<file path="src/rtl/fetch_unit_pkg.sv">
// Shared ISA constants, fetch FSM encoding and the fetch buffer entry layout.
package fetch_unit_pkg;
  localparam logic [31:0] NOP_INSN_DEF = 32'h0000_0013; // ADDI x0,x0,0
  localparam logic [31:0] RESET_PC_DEF = 32'h0000_0000;

  typedef enum logic [1:0] {
    IDLE      = 2'd0,
    WAIT      = 2'd1,
    WAIT_KILL = 2'd2
  } fetch_state_e;

  typedef struct packed {
    logic [31:0] insn;
    logic [31:0] pc;
  } fetch_entry_t;
endpackage

</file>
<file path="src/rtl/fetch_buffer.sv">
// Two-entry FIFO of {insn, pc}; clear wins over push.
module fetch_buffer
  import fetch_unit_pkg::*;
(
  input  logic         clk,
  input  logic         rst_n,
  input  logic         push,
  input  logic         pop,
  input  logic         clear,
  input  fetch_entry_t din,
  output fetch_entry_t dout,
  output logic         full,
  output logic         empty
);
  fetch_entry_t mem [2];
  logic         wr_ptr, rd_ptr;
  logic [1:0]   count;
  logic         do_push, do_pop;

  assign full    = (count == 2'd2);
  assign empty   = (count == 2'd0);
  assign do_push = push && !full;
  assign do_pop  = pop && !empty;
  assign dout    = mem[rd_ptr];

  always_ff @(posedge clk) begin
    if (do_push && !clear) mem[wr_ptr] <= din;
  end

  always_ff @(posedge clk) begin
    if (!rst_n || clear) begin
      wr_ptr <= 1'b0;
      rd_ptr <= 1'b0;
      count  <= 2'd0;
    end else begin
      if (do_push) wr_ptr <= ~wr_ptr;
      if (do_pop)  rd_ptr <= ~rd_ptr;
      count <= count + 2'(do_push) - 2'(do_pop);
    end
  end
endmodule

</file>
<file path="src/rtl/fetch_unit.sv">
// Instruction fetch: single-outstanding imem reads, 2-deep buffer, ir/pc1 output
// register with redirect/flush handling.
module fetch_unit
  import fetch_unit_pkg::*;
#(
  parameter logic [31:0] RESET_PC = RESET_PC_DEF,
  parameter logic [31:0] NOP_INSN = NOP_INSN_DEF
) (
  input  logic        clk,
  input  logic        rst_n,
  input  logic        stall,
  input  logic        redirect,
  input  logic [31:0] redirect_pc,
  output logic        imem_req,
  output logic [31:0] imem_addr,
  input  logic        imem_valid,
  input  logic [31:0] imem_rdata,
  output logic [31:0] ir,
  output logic [31:0] pc1,
  output logic        flush
);
  fetch_state_e state, state_nx;
  logic [31:0]  fetch_pc, req_addr;
  logic         buf_full, buf_empty, buf_push, buf_pop;
  fetch_entry_t buf_head, buf_din;

  // rst_n gating keeps imem_req low while reset is held.
  assign imem_req  = rst_n && (state == IDLE) && !buf_full && !redirect;
  assign imem_addr = fetch_pc;
  assign buf_push  = (state == WAIT) && imem_valid && !redirect;
  assign buf_pop   = !redirect && !stall && !buf_empty;
  assign buf_din   = '{insn: imem_rdata, pc: req_addr};

  fetch_buffer u_buf (
    .clk   (clk),
    .rst_n (rst_n),
    .push  (buf_push),
    .pop   (buf_pop),
    .clear (redirect),
    .din   (buf_din),
    .dout  (buf_head),
    .full  (buf_full),
    .empty (buf_empty)
  );

  always_comb begin
    state_nx = state;
    case (state)
      IDLE:      if (imem_req) state_nx = WAIT;
      // A response landing with the redirect completes the read; don't wait for another.
      WAIT:      if (imem_valid) state_nx = IDLE;
                 else if (redirect) state_nx = WAIT_KILL;
      WAIT_KILL: if (imem_valid) state_nx = IDLE;
      default:   state_nx = IDLE;
    endcase
  end

  always_ff @(posedge clk) begin
    if (!rst_n) begin
      state    <= IDLE;
      fetch_pc <= RESET_PC;
      req_addr <= RESET_PC;
      ir       <= NOP_INSN;
      pc1      <= RESET_PC;
      flush    <= 1'b0;
    end else begin
      state <= state_nx;
      flush <= redirect;
      if (redirect) begin
        fetch_pc <= redirect_pc & ~32'h3;
      end else if (imem_req) begin
        fetch_pc <= fetch_pc + 32'd4;
        req_addr <= fetch_pc;
      end
      if (redirect) begin
        ir <= NOP_INSN;
      end else if (!stall) begin
        if (!buf_empty) begin
          ir  <= buf_head.insn;
          pc1 <= buf_head.pc;
        end else begin
          ir  <= NOP_INSN;
        end
      end
    end
  end
endmodule
</file>
<file path="config.mk">
export PLATFORM = sky130hd
export DESIGN_NAME = fetch_unit
export DESIGN_NICKNAME = d
export VERILOG_FILES = /design/src/rtl/fetch_unit_pkg.sv /design/src/rtl/fetch_buffer.sv /design/src/rtl/fetch_unit.sv
export SDC_FILE = /design/constraint.sdc
export NUM_CORES = 1
export LEC_CHECK = 0
export BUFFER_PORTS_ARGS = -buffer_cell sky130_fd_sc_hd__buf_2
export CORE_MARGIN = 2
export CORE_UTILIZATION = 30
export CTS_CLUSTER_DIAMETER = 80
export CTS_CLUSTER_SIZE = 8
export DETAILED_ROUTE_END_ITERATION = 8
export PLACE_DENSITY = 0.54
export SYNTH_ARGS = -nofsm -noshare
export SYNTH_HDL_FRONTEND = slang
export SYNTH_SLANG_ARGS = --single-unit
export TNS_END_PERCENT = 100
</file>
<file path="constraint.sdc">
create_clock -name clk -period 6.9 [get_ports clk]
set_input_delay 0.69 -clock clk [delete_from_list [all_inputs] [get_ports clk]]
set_output_delay 0.69 -clock clk [all_outputs]
set_load 0.02 [all_outputs]
</file>
==> metrics.yaml <==
fillers: 3205
final_common_cell: "buf_2"
period_share_pct: 46.1
nets: 1060
grtUsageTotal_pct: 13.8
antenna_found_initial: 0
vias_per_cell: 4.77
fmax_mhz: 315
p_leak_nw: 4.30
synth_area_sq_um: 9760
dr.pass1.iters: 4
hpwlAfterDp_um: 14800
ctsHtreeMaxLevel: 2
grt_pass1_wl_um: 36700
drive_gt1_share_pct: 22.2
drc: 0
grt_pass1_vias: 6602
worstPathArrival_ns: 2.49
cts_setup_buffers: 0
finalSetupViolCount: 0
maxSlewViolCount: 0
gp_congestion: 0.775
postSynthCellCount: 839
hold_violations: 0
fp.dieW_um: 184
fin_ws_ns: 3.72
synth_async_sr_flop_share_pct: 0
clkSinkCount: 254
core-area_sq_um: 32300
yosys-top-cells-area: "edfxtp_1 38%, dfxtp_1 27%, mux2i_1 6.2%"
worstSetupEndpointType: "output port"
power_density_nw_per_um2: 286
worst_setup_path_start_kind: "flop"
synth.avg_cell_area_sq_um: 11.6
n_antenna_cell: 0
cp_cell_sequence: "nand2b_1 -> nand3_1 -> inv_1 -> buf_2"
fin_crit_ns: 3.18
synthDistinctLibCells: 60
cp_slowest_cell: "inv_1"
yosysWarnings: 0
hp-class: "in -> reg"
power.total_mw: 3.43
drtIter0Drc: 420
port_buffers: 160
path_max_fanout: 31
yosysTopAreaCellShare_pct: 38.2
worst_slew_pin_slew_ns: 0.981
layout.cells.non_filler: 1457
post_cts_resized: 0
final_cell_mix: "160 x buf_2, 129 x dfxtp_1, 124 x edfxtp_1"
area_delta_synth_final_pct: 23.1
clkSlewWorstSetupHoldPaths_ns: 0.05
grt_max_degree: 63
grt-ovfl-total: 0
dieArea_sq_um: 34000
setup_tns_ns: 0
wl_per_cell_um: 16.3
seq_area_sq_um: 6330
cts.path.max_buffers: 3
die_h_um: 184
synth_top_area_cell: "edfxtp_1"
cts_buffers: 37
start_util_pct: 30.2
route.vias.total: 6946
crit_type: "reg -> out"
cpPeakStageDelay_ns: 0.69
status: "finished clean"
cts_tree: "yes"
pin_count: 167
dp_cells: 1391
rsz0062_at_grt: "false"
crit_required_ns: 6.21
crit_family: "buffers and inverters"
fin_util_pct: 37.2
cp_num_buf_inv: 2
maxCapViolations: 0
yosysSeqAreaShare_pct: 64.8
synth-seq-cells: 254
cts_root_buffer: "clkbuf_16"
worstSkewPairLatency_ns: 0.51
vdd_ir_drop_max_mv: 0.148
synth_edf_count: 124
fin_skew_ns: 0.0172
postRouteAntennaNets: 0
postCtsHoldBufs: 0
maxSlewHeadroom_pct: 34.6
core.rowCount: 66
place_ws_ns: 3.44
routed_wl_um: 23700
synth_flop_cell: "dfxtp_1"
multi_input_area_sq_um: 3150
## registers in the layout, summed over array words and instances (netlist names), named ones only
name / cells
u_buf.mem: 124
ir: 32
imem_addr: 30
pc1: 30
req_addr: 30
state: 2
u_buf.count: 2
flush: 1
u_buf.rd_ptr: 1
u_buf.wr_ptr: 1
## worst reg2reg max path: cells and delay by family, from the launching register on
kind	cells	cell delay, ns
buffers and inverters	1	0.71
DFF	1	0.44
and+or+nand+nor	3	1.11
## layout make-up
class / count / share of cell area (%)
Multi-Input combinational cell: 516 / 26.2
Sequential cell: 254 / 52.7
Clock inverter: 3 / 0.313
Tap cell: 442 / 4.60
Clock buffer: 63 / 8.60
Inverter: 10 / 0.313
Timing Repair Buffer: 169 / 7.23
## cell usage after synthesis (9+ instances only)
library cell,n
a211oi_1,37
a21oi_1,62
a31oi_1,9
and4_1,10
buf_2,14
clkbuf_1,38
dfxtp_1,130
edfxtp_1,124
inv_1,9
mux2i_1,60
nand2_1,73
nand3_1,19
nand4_1,14
nor2_1,107
o21ai_0,16
## metrics by stage
| step | area, sq um | hold slack [ns] |
|---|---|---|
| global route | 12000 | 0.349 |
| detailed placement | 10900 | 0.436 |
| global placement | 10900 | 0.432 |
| CTS | 12000 | 0.349 |
| finish | 12000 | 0.373 |
| floorplan | 9770 | 0.425 |
## where the power goes
group	internal (mW)	switching, mW
clock	1.02	0.632
sequential	1.61	0.0341
combinational	0.0501	0.0939
## routing by layer
layer / wire length (um) / part of all wire [%] / GRT usage (%) / vias to the layer above
met2: 10000 / 42 / 20.8 / 221
met4: 349 / 1.5 / 3.94 / 0
met3: 1570 / 6.6 / 3.30 / 29
met5: 0 / 0 / 0 / -
li1: - / - / - / 3385
met1: 11800 / 50 / 19.7 / 3311
## final timing paths
| path | depth (start not counted) | slack [ns] | to | startpoint |
|---|---|---|---|---|
| setup / recovery | 4 | 3.72 | imem_req | u_buf.count[0] |
| hold / removal | 1 | 0.37 | u_buf.mem[0][47] | imem_rdata[15] |
| setup reg to reg | 4 | 4.22 | u_buf.mem[0][38] | u_buf.count[0] |
| hold reg to reg | 0 | 0.44 | u_buf.mem[0][15] | req_addr[15] |
## logic make-up (layout without fill, tap and decap cells)
family	after synthesis	count (layout)	synth area share (%)
XOR/XNOR	11	11	0.988
adder cells (fa/ha/maj)	3	3	0.385
multiplexers	63	63	6.50
AO/OA/AOI/OAI	157	157	10.3
buffers and inverters	72	245	3.27
AND/OR/NAND/NOR	278	278	13.7
flip-flops	254	254	64.8
other	1	4	0.0384
Power figures use the tool's default switching activity.
